<file path="config.mk">
export PLATFORM = sky130hd
export DESIGN_NAME = ex_muldiv
export DESIGN_NICKNAME = d
export VERILOG_FILES = /design/src/rtl/ex_muldiv.sv
export SDC_FILE = /design/constraint.sdc
export NUM_CORES = 1
export LEC_CHECK = 0
export CAP_MARGIN = 5
export CORE_UTILIZATION = 55
export CTS_CLUSTER_DIAMETER = 200
export CTS_CLUSTER_SIZE = 10
export DETAILED_ROUTE_END_ITERATION = 8
export PLACE_DENSITY = 0.81
export REMOVE_ABC_BUFFERS = 1
export SLEW_MARGIN = 20
export SYNTH_ARGS = -nofsm -noshare
export SYNTH_HDL_FRONTEND = slang
export SYNTH_SLANG_ARGS = --single-unit
</file>
<file path="constraint.sdc">
create_clock -name clk -period 14.4 [get_ports clk]
set_input_delay 1.44 -clock clk [delete_from_list [all_inputs] [get_ports clk]]
set_output_delay 1.44 -clock clk [all_outputs]
set_load 0.1 [all_outputs]
</file>
<file path="src/rtl/ex_muldiv.sv">
// Iterative RV32M multiply/divide unit for the EX stage: one bit per cycle
// shift-add multiply and restoring divide on magnitudes, with sign fix-up on completion.
module ex_muldiv #(
    parameter int unsigned XLEN = 32,
    parameter int unsigned REGW = 5
) (
    input  logic            clk,
    input  logic            rst,
    input  logic            md_req_i,
    input  logic [2:0]      md_op_i,
    input  logic [XLEN-1:0] md_op_a_i,
    input  logic [XLEN-1:0] md_op_b_i,
    input  logic [REGW-1:0] md_reg_waddr_i,
    input  logic            md_kill_i,
    output logic            md_ready_o,
    output logic            md_busy_o,
    output logic            md_valid_o,
    output logic [XLEN-1:0] md_result_o,
    output logic [REGW-1:0] md_reg_waddr_o
);
    localparam int unsigned CW = $clog2(XLEN + 1);
    localparam logic [XLEN-1:0] MINV = {1'b1, {(XLEN-1){1'b0}}};

    typedef enum logic [1:0] {IDLE = 2'd0, CALC = 2'd1, DONE = 2'd2} state_t;

    state_t          state_q;
    logic [CW-1:0]   cnt_q;
    logic [2:0]      op_q;
    logic            neg_q;
    logic [XLEN-1:0] acc_q, lo_q, opb_q, result_q;
    logic [REGW-1:0] tag_q, waddr_q;
    logic            valid_q;

    logic            a_sgn, b_sgn, neg_in, div_zero, div_ovf;
    logic [XLEN-1:0] a_mag, b_mag, spec_res;
    logic [XLEN:0]   sum, shifted, diff;
    logic [XLEN-1:0] acc_d, lo_d, quo, rem, fin;
    logic [2*XLEN-1:0] prod;

    always_comb begin
        a_sgn    = md_op_a_i[XLEN-1] & (md_op_i == 3'd1 || md_op_i == 3'd2 ||
                                         md_op_i == 3'd4 || md_op_i == 3'd6);
        b_sgn    = md_op_b_i[XLEN-1] & (md_op_i == 3'd1 || md_op_i == 3'd4 || md_op_i == 3'd6);
        a_mag    = a_sgn ? -md_op_a_i : md_op_a_i;
        b_mag    = b_sgn ? -md_op_b_i : md_op_b_i;
        // Remainder and MULHSU follow the dividend/multiplicand sign only.
        neg_in   = (md_op_i == 3'd2 || md_op_i == 3'd6) ? a_sgn : (a_sgn ^ b_sgn);
        div_zero = md_op_i[2] && (md_op_b_i == '0);
        div_ovf  = md_op_i[2] && !md_op_i[0] && (md_op_a_i == MINV) && (md_op_b_i == '1);
        if (div_zero) spec_res = md_op_i[1] ? md_op_a_i : '1;
        else          spec_res = md_op_i[1] ? '0 : md_op_a_i;
    end

    always_comb begin
        sum     = {1'b0, acc_q} + (lo_q[0] ? {1'b0, opb_q} : '0);
        shifted = {acc_q, lo_q[XLEN-1]};
        diff    = shifted - {1'b0, opb_q};
        if (op_q[2]) begin
            acc_d = diff[XLEN] ? shifted[XLEN-1:0] : diff[XLEN-1:0];
            lo_d  = {lo_q[XLEN-2:0], ~diff[XLEN]};
        end else begin
            acc_d = sum[XLEN:1];
            lo_d  = {sum[0], lo_q[XLEN-1:1]};
        end
        prod = {acc_d, lo_d};
        if (neg_q) prod = -prod;
        quo = neg_q ? -lo_d : lo_d;
        rem = neg_q ? -acc_d : acc_d;
        case (op_q)
            3'd0:       fin = prod[XLEN-1:0];
            3'd1, 3'd2, 3'd3: fin = prod[2*XLEN-1:XLEN];
            3'd4, 3'd5: fin = quo;
            default:    fin = rem;
        endcase
    end

    always_ff @(posedge clk or posedge rst) begin
        if (rst) begin
            state_q  <= IDLE;
            cnt_q    <= '0;
            op_q     <= '0;
            neg_q    <= 1'b0;
            acc_q    <= '0;
            lo_q     <= '0;
            opb_q    <= '0;
            tag_q    <= '0;
            result_q <= '0;
            waddr_q  <= '0;
            valid_q  <= 1'b0;
        end else begin
            valid_q <= 1'b0;
            if (md_kill_i) begin
                state_q <= IDLE;
                cnt_q   <= '0;
            end else begin
                case (state_q)
                    IDLE: if (md_req_i) begin
                        op_q  <= md_op_i;
                        tag_q <= md_reg_waddr_i;
                        if (div_zero || div_ovf) begin
                            result_q <= spec_res;
                            waddr_q  <= md_reg_waddr_i;
                            valid_q  <= 1'b1;
                            state_q  <= DONE;
                        end else begin
                            acc_q   <= '0;
                            lo_q    <= a_mag;
                            opb_q   <= b_mag;
                            neg_q   <= neg_in;
                            cnt_q   <= CW'(XLEN);
                            state_q <= CALC;
                        end
                    end
                    CALC: begin
                        acc_q <= acc_d;
                        lo_q  <= lo_d;
                        cnt_q <= cnt_q - CW'(1);
                        if (cnt_q == CW'(1)) begin
                            result_q <= fin;
                            waddr_q  <= tag_q;
                            valid_q  <= 1'b1;
                            state_q  <= DONE;
                        end
                    end
                    default: state_q <= IDLE;
                endcase
            end
        end
    end

    assign md_ready_o     = (state_q == IDLE);
    assign md_busy_o      = (state_q != IDLE);
    // A kill arriving during the DONE cycle swallows the completion pulse.
    assign md_valid_o     = valid_q & ~md_kill_i;
    assign md_result_o    = result_q;
    assign md_reg_waddr_o = waddr_q;
endmodule
</file>
Yosys cells after proc, flatten, opt, wreduce, memory -nomap -nowiden
Index checks and enable logic that the tools add are counted.
{ "totals": {"elab_cells": 114, "ff_bits": 151, "input_bits": 76, "out_inout_bits": 40} }
{ "classes": {"n_reduce_logical": 26, "muxes": 42, "n_addsub": 8, "n_eq_ne": 20, "bitwise_logic": 7} }
{ "ops": {"columns": ["op", "n"], "rows": [
  ["$mux 32", 18],
  ["$pmux 32 s2", 3],
  ["$neg 32->32", 4],
  ["$pmux 32 s3", 1],
  ["$eq 32x32->1 const B", 2],
  ["$mux 64", 1],
  ["$neg 64->64", 1],
  ["$add 32x32->33", 1],
  ["$sub 33x32->33", 1],
  ["$logic_not 32->1", 1],
  ["$mux 6", 3],
  ["$mux 5", 3],
  ["$eq 3x3->1 const B", 4],
  ["$pmux 6 s2", 1],
  ["$pmux 5 s2", 1],
  ["$eq 3x2->1 const B", 3],
  ["$ne 3x3->1 const B", 3],
  ["$mux 2", 4],
  ["$reduce_and 4->1", 2],
  ["$logic_or 1x1->1", 7],
  ["$eq 3x1->1 const B", 2],
  ["$eq 6x1->1 const B", 1],
  ["$ne 2x2->1 const B", 3],
  ["$reduce_and 3->1", 2],
  ["other kinds (19)", 31]
]} }

Longest topological paths before layout
Gate-level depths: netlist of the first run.
{ "depth": {"word_depth": 9, "depth_mapped": 27} }

Worst setup path before layout of the first run
Ideal clock, no wire load.
{ "synth_path": {"path_kind": "register -> register", "startpoint": "reg lo_q[31]", "endpoint": "reg result_q[12] (netlist: md_result_o[12])", "t_arrival_ns": 5.519, "n_path_buf": 2, "slack_ns": 8.755, "t_required_ns": 14.274, "path_stages_with_launch": 26, "path_cell_list": "dfrtp_1 > inv_1 > ha_1 > inv_1 > fa_1 > a211oi_2 > o211ai_2 > a21o_1 > o211a_4 > or3_1 > buf_6 > a31o_2 > inv_2 > ha_1 > nor3b_1 > o221ai_1 > or2_2 > nor4_1 > nand2b_1 > or2_2 > clkbuf_1 > o41ai_2 > xnor2_1 > a22oi_1 > o21ai_1 > a221o_1"} }
{ "synth_between": {"elab_chain_cells": 8, "word_cells_on_any_way": 14, "classes_between": "4 x add/sub; 9 x mux; 1 x bitwise"} }
{ "synth_lines": {"columns": ["item", "line_no", "text"], "rows": [
  ["start, declared", "30", "logic [XLEN-1:0] acc_q, lo_q, opb_q, result_q;"],
  ["start signal, assigned", "107", "lo_q <= a_mag;"],
  ["start signal, assigned", "116", "lo_q <= lo_d;"],
  ["$sub 33x32->33", "57", "diff = shifted - {1'b0, opb_q};"],
  ["$mux 32 or $not 1->1 (tied branches)", "59, 60", null],
  ["$mux 32", "58", "if (op_q[2]) begin"],
  ["$neg 64->64, or another cell as far along", "66", "if (neg_q) prod = -prod;"],
  ["$mux 64, or another cell as far along", "66", null],
  ["$pmux 32 s3 (*)", "69", "case (op_q)"],
  ["$mux 32 (*)", "118", "if (cnt_q == CW'(1)) begin"],
  ["$pmux 32 s2 (*)", "96", "case (state_q)"],
  ["end signal, assigned", "101", "result_q <= spec_res;"],
  ["end signal, assigned", "119", "result_q <= fin;"],
  ["end, declared", "30", null]
]} }
Every way passes the cells marked *; elsewhere a longest branch is shown, timed or not. The select of a mux whose other input is x is not followed.
A chain may end at the register's enable or synchronous reset.

Worst setup path in the final report of the first run
{ "layout_path": {"startpoint": "in md_op_a_i[2]", "endpoint": "reg result_q[19] (netlist: md_result_o[19])"} }
{ "layout_between": {"elab_chain_cells": 6} }
{ "layout_lines": {"columns": ["item", "line_no", "text"], "rows": [
  ["start, declared", "11", "input logic [XLEN-1:0] md_op_a_i,"],
  ["$eq 32x32->1", "49", "div_ovf = md_op_i[2] && !md_op_i[0] && (md_op_a_i == MINV) && (md_op_b_i == '1);"],
  ["$logic_and 1x1->1 (2 in series)", "49", null],
  ["$logic_or 1x1->1", "100", "if (div_zero || div_ovf) begin"],
  ["$ne 2x1->1 (no line)", null, null],
  ["$reduce_and 5->1 (no line)", null, null]
]} }
No other way between the ends.

==> results of run 1 <==
## worst paths after layout
kind / endpoint / cells past startpoint / slack [ps] / from
min in group asynchronous: opb_q[1] / 2 / 1500 / rst
max: md_result_o[19] / 15 / 7490 / md_op_a_i[2]
max reg2reg: md_result_o[12] / 24 / 7650 / lo_q[31]
min: cnt_q[5] / 1 / 500 / cnt_q[5]
min reg2reg: cnt_q[5] / 1 / 500 / cnt_q[5]
max in group asynchronous: md_result_o[28] / 3 / 11650 / rst
## per-stage QoR
step,power (mW),hold slack [ps]
after floorplan,2.502,455.2
after global placement,3.181,478.7
after detailed placement,3.204,491.8
after CTS,3.699,499.8
after global routing,3.981,524.2
final,3.768,498.7
## critical path, stage by stage
cell and delay, ps:
clkdlybuf4s50_1 520, or4_1 610, nor2_1 110, nand2_1 130, nor3_1 630, nand2_1 240, nor3_1 690, a21oi_1 400
or3b_1 440, a211o_1 290, buf_4 260, nor2_1 830, o21ai_0 270, a221oi_1 290, nor2_1 70
## power groups by stage
| stage | registers (mW) | logic, mW | clock network (mW) |
|---|---|---|---|
| 4_1_cts | 0.716 | 2.50 | 0.485 |
| 3_5_place_dp | 0.722 | 2.48 | 0 |
| 5_1_grt | 0.735 | 2.75 | 0.501 |
| 3_3_place_gp | 0.721 | 2.46 | 0 |
| 6_report | 0.723 | 2.56 | 0.488 |
| 2_1_floorplan | 0.997 | 1.51 | 0 |
## per-layer routing
layer  up-vias  wire (um)  GRT usage  share of wire
met1      8160      23870     0.5189           0.42
met3       138       5265    0.05277          0.094
met5         -          0          0              0
li1       7908          -          -              -
met4         0       1926     0.1574          0.034
met2       949      25140     0.5895           0.45
## cells in the final DEF, fill, tap and decap left out, drive strengths merged, types with 12 or more instances in the layout
master	Yosys	routed
a211oi	28	28
a21o	20	20
a21oi	193	193
a221oi	12	12
a22o	20	20
a31oi	39	39
and2	47	47
and3	24	24
buf	38	23
clkbuf	92	21
clkdlybuf4s50	0	115
dfrtp	151	151
ha	71	71
inv	74	79
maj3	24	24
mux2	21	21
mux2i	35	35
nand2	247	247
nand2b	18	18
nand3	39	39
nand4	23	23
nor2	179	179
nor3	60	60
nor4	21	21
o211ai	18	18
o21ai	240	240
o31ai	34	34
o41ai	14	14
or3	27	27
or4	13	13
xnor2	98	98
xor2	70	70
## registers in the layout (all words and copies together), names as in the netlist
signal          cells
acc_q              32
lo_q               32
md_result_o        32
opb_q              32
cnt_q               6
md_reg_waddr_o      5
tag_q               5
op_q                3
state_q             2
neg_q               1
valid_q             1
## layout make-up
cell class / count / area [um^2] / area share
clock inverter: 11 / 136.4 / 0.007613
timing repair buffer: 138 / 1324 / 0.07389
inverter: 74 / 285.3 / 0.01592
sequential: 151 / 3785 / 0.2113
multi-input combinational: 1795 / 11430 / 0.6382
tap: 384 / 480.5 / 0.02682
clock buffer: 21 / 470.5 / 0.02626
## kinds of logic (layout without fill, tap and decap cells)
| kind of cell | after synthesis | after routing | synth area share |
|---|---|---|---|
| AOI/OAI and AO/OA | 720 | 720 | 0.2816 |
| xor gates and xnor gates | 168 | 168 | 0.09194 |
| adders and majority gates | 97 | 97 | 0.07302 |
| buffers and inverters | 204 | 244 | 0.05183 |
| DFF | 151 | 151 | 0.2361 |
| muxes | 56 | 56 | 0.03667 |
| and+or+nand+nor | 754 | 754 | 0.2288 |
==> impl_results.md, run 1 <==
* Sequential-to-total area share from yosys stat at 0.2361
* Max Fclk at 0.1447 GHz
* Clk_lat worst skew at 460 ps
* NetSw at 2.098 mW
* Io pins at 116
* Share of the synthesized area in the top cell type at 0.2361
* Longest Clk Path Bufs at 2
* Fin worst setup slack at 7488 ps
* Fraction of the cycle the final worst path needs at 0.4800
* Layout cell share with drive strength beyond 1 at 0.05982
* DP Cell Count at 2542
* Vias at 17155
* Tmin final at 6912 ps
* Hold crit path type: reg2reg
* Synth async-reset ratio at 1.000
* Comb power frac at 0.679
* Diode count at 0
* Post-layout util at 0.6242
* Cells after synthesis at 2150
* CTS tree: built
* Setup Buffers After CTS at 0
* Status: finished, final reports clean
* First-pass GRT wire length at 89380 um
* GP Congestion at 0.9998
* CTS resizes at 0
* CTS H-tree depth at 4
* Critical path type: in2reg
* Buffers on Ports at 115
* Final #Nets at 2326
* Site Rows at 62
* Initial antenna violation count at 0
* Clk pwr share at 0.130
* Synth Register Bits at 151
* Final Cell Area at 17910 um^2
* Cell type with the largest total area after synthesis: dfrtp_1
* Core Region at 28700 um^2
* Die width at 172.6 um
* Pwr Density at 210.3 nW/um^2
* Vias in the first global route at 16383
* Initial Utilization at 0.5576
* Setup TNS at 0 ps
* Setup WS pre-CTS at 7247 ps
* Area contributors post-synth: dfrtp_1 (24%), o21ai_0 (7.1%), a21oi_1 (6.0%)
* Max FO, Critical Path at 40
* Cell Int Power at 1.670 mW
* Drt via density at 6.665
* Sw Share at 0.5569
* Die area at 29780 um^2
* Post-synthesis cell type count at 88
* Top post-synthesis cells by count: nand2_1 (247), o21ai_0 (226), a21oi_1 (191), nor2_1 (179), dfrtp_1 (151)
* Placed cell area at 17300 um^2
* CTS sink cnt at 151
* DIE HEIGHT at 172.6 um
* Final setup viols at 0
* Synth-to-layout area growth at 11.94%
* Final wirelength at 56200 um
* Number of max-cap violations at 0
* EDFF count, synth at 0
* Mapped Area at 16000 um^2
* Clk root buf: clkbuf_16
* Initial drt markers at 2175
* Detailed Place HPWL at 42180 um
* Yosys synthesis warning count at 0
* DRC Markers at 0
* Syn Area/Cell at 7.444 um^2
* LEAKAGE at 7.296 nW
* Final ANT Viol Nets at 0
* Total global-route track usage at 0.3761
* RSZ-0062 raised after global routing: no
* Slew HR at 0.3042
* VDD IR-drop max at 0.1597 mV
* Largest net degree at the start of global routing at 109
* Non-Filler Instances at 2574
* Setup crit end kind: flip-flop
* Top FF cell, synth: dfrtp_1
* Startpoint type of the worst setup path: input pin
* TritonRoute pass-1 iters at 6
* Drt wl/cell at 21.83 um
* Flop pwr share at 0.192
* Data arrival time of the worst path at 7250 ps
* Endpoints failing hold at 0
* GRT Residual Overflow at 0
* Hold_buf cts at 0
* Count of pins over their slew limit at 0
* # fillers at 2621
* Worst Path Required at 14740 ps
* TritonCTS buffer count at 17
* Most common cell in the netlist: nand2_1
* Clock transition at the registers of the reported paths at 70 ps
* Worst Max-Slew Pin Slew at 1040 ps
* Fin Clk Skew at 14.70 ps
(Power assumes the default switching activity.)
==> run 2, diff against run 1 <==
==> constraint.sdc (replaced) <==
create_clock -name clk -period 6.73 [get_ports clk]
set_input_delay 0.673 -clock clk [delete_from_list [all_inputs] [get_ports clk]]
set_output_delay 0.673 -clock clk [all_outputs]
set_load 0.1 [all_outputs]
==> run 2 against run 1 <==
Against the previous run: combinational power increased by 120%; wire length increased by 2.1%; via count increased by 1.5%; sequential share of layout area decreased by 0.19 points; clock skew increased by 1.1 ps; power increased by 110%; register-to-register slack got worse by 7100 ps; cell count increased by 0.85%; clock-buffer cell count decreased by 4.
==> impl_results.md, run 2 (synthesis gave the netlist of run 1 again) <==
* Status: finished, final reports clean (unchanged)
* VDD IR-drop max at 0.3110 mV (was 0.1597 mV)
* # fillers at 2551 (was 2621)
* Count of pins over their slew limit at 0 (unchanged)
* Detailed Place HPWL at 42340 um (was 42180 um)
* Die width at 172.6 um (unchanged)
* Fraction of the cycle the final worst path needs at 0.9194
* Most frequent cells in the layout: nand2_1 (247), o21ai_0 (226), a21oi_1 (191) (unchanged)
* Initial drt markers at 2246 (was 2175)
* Setup TNS at 0 ps (unchanged)
* Setup WS pre-CTS at 669.9 ps (was 7247 ps)
* Data arrival time of the worst path at 6540 ps (was 7250 ps)
* Vias at 17414 (was 17155)
* Clock transition at the registers of the reported paths at 80 ps (was 70 ps)
* Clk root buf: clkbuf_16 (unchanged)
* Final #Nets at 2348 (was 2326)
* R2R Path End: md_result_o[12] (unchanged)
* Area occupied by multi-input gates at 11430 um^2 (about the same)
* First-pass GRT wire length at 90140 um (was 89380 um)
* Buffers on Ports at 115 (unchanged)
* Setup Buffers After CTS at 0 (unchanged)
* DRC Markers at 0 (unchanged)
* Total power at 8.043 mW (was 3.768 mW)
* R2R depth at 24 (unchanged)
* Longest Clk Path Bufs at 2 (unchanged)
* Number of max-cap violations at 0 (unchanged)
* TritonRoute pass-1 iters at 8 (was 6)
* Endpoints failing hold at 0 (unchanged)
* Most common cell after layout, fill and taps aside: nand2_1 (unchanged)
* Synth-to-layout area growth at 12.90% (was 11.94%)
* Total global-route track usage at 0.3809 (was 0.3761)
* TritonCTS buffer count at 17 (unchanged)
* Max FO, Critical Path at 8 (was 40)
* Final wirelength at 57400 um (was 56200 um)
* Pwr Density at 445.2 nW/um^2 (was 210.3 nW/um^2)
* Layout cell share with drive strength beyond 1 at 0.06872 (was 0.05982)
* Non-Filler Instances at 2596 (was 2574)
* Setup crit end kind: flip-flop (unchanged)
* Initial Utilization at 0.5576 (unchanged)
* Vias in the first global route at 16276 (was 16383)
* Max Fclk at 0.1616 GHz
* GP Congestion at 0.9783 (was 0.9998)
* Largest net degree at the start of global routing at 103 (was 109)
* RR Startpoint: lo_q[31] (unchanged)
* Worst reg2reg setup slack at 540 ps (was 7650 ps)
* Register Area at 3784 um^2 (was 3785 um^2)
* RSZ-0062 raised after global routing: no (unchanged)
* Worst Max-Slew Pin Slew at 1124 ps (was 1040 ps)
* CTS H-tree depth at 4 (unchanged)
* Post-layout util at 0.6295 (was 0.6242)
* CP Launch Point: lo_q[31] (was md_op_a_i[2])
* Core Region at 28700 um^2 (unchanged)
* Final ANT Viol Nets at 0 (unchanged)
* CTS tree: built (unchanged)
* Die area at 29780 um^2 (unchanged)
* Io pins at 116 (unchanged)
* Diode count at 0 (unchanged)
* Drt via density at 6.708 (was 6.665)
* Initial antenna violation count at 0 (unchanged)
* CTS resizes at 0 (unchanged)
* LEAKAGE at 7.373 nW (was 7.296 nW)
* Startpoint type of the worst setup path: flip-flop (was input pin)
* DP Cell Count at 2563 (was 2542)
* Site Rows at 62 (unchanged)
* Crit path capture: md_result_o[12] (was md_result_o[19])
* Critical path type: reg2reg (was in2reg)
* Final setup viols at 0 (unchanged)
* DIE HEIGHT at 172.6 um (unchanged)
* GRT Residual Overflow at 0 (unchanged)
* Hold crit path type: reg2reg (unchanged)
* Worst Path Required at 7080 ps (was 14740 ps)
* CTS sink cnt at 151 (unchanged)
* Hold_buf cts at 0 (unchanged)
* Tmin final at 6188 ps
* Fin Clk Skew at 15.82 ps (was 14.70 ps)
* Clk_lat worst skew at 470 ps (was 460 ps)
* Drt wl/cell at 22.11 um (was 21.83 um)
* Fin worst setup slack at 542.3 ps (was 7488 ps)
* Slew HR at 0.2496 (was 0.3042)
## run 2: how the worst min path moves through the flow
stage                                from               to  cells past startpoint
final                      md_result_o[5]   md_result_o[5]                      2
after detailed placement  md_result_o[10]  md_result_o[10]                      2
after global routing             tag_q[2]         tag_q[2]                      1
after global placement     md_result_o[9]   md_result_o[9]                      2
after CTS                  md_result_o[5]   md_result_o[5]                      2
after floorplan                  cnt_q[5]         cnt_q[5]                      1
## run 2: final cells by class
type | count | area share
multi-input combinational | 1795 | 0.6324
sequential | 151 | 0.2094
tap | 384 | 0.02659
clock buffer | 17 | 0.02354
inverter | 74 | 0.01565
clock inverter | 15 | 0.007479
timing repair buffer | 160 | 0.08490
## run 2: critical path, cell delays in order (launching register included)
cell	delay, ps
dfrtp_1	410
inv_1	90
ha_1	170
inv_1	60
fa_1	430
a211oi_2	300
o211ai_2	140
a21o_1	220
o211a_4	270
or3_1	390
a31o_2	320
inv_2	110
ha_1	190
nor3b_1	280
o221ai_1	200
or2_2	370
nor4_1	280
buf_4	180
nand2b_1	140
or2_2	440
o41ai_2	380
xnor2_1	100
a22oi_1	200
o21ai_1	80
a221o_1	320
## run 2: stage by stage
step	hold WS (ps)	cell area (um^2)
floorplan	455.2	15450
global placement	465.1	17480
detailed placement	479.1	17480
CTS	495.5	18040
global route	521.2	18070
finish	483.9	18070
## run 2: report_power, final
group | leakage [nW] | switching, mW | internal (mW)
clock network | 0.252 | 0.486 | 0.485
registers | 1.92 | 0.335 | 1.18
logic | 5.20 | 3.69 | 1.86
## run 2: metal layers
| metal | share of wire | GRT usage | wire, um |
|---|---|---|---|
| met1 | 0.42 | 0.5225 | 24380 |
| met2 | 0.44 | 0.5811 | 25300 |
| met3 | 0.093 | 0.06992 | 5343 |
| met4 | 0.041 | 0.1749 | 2382 |
| met5 | 0 | 0 | 0 |
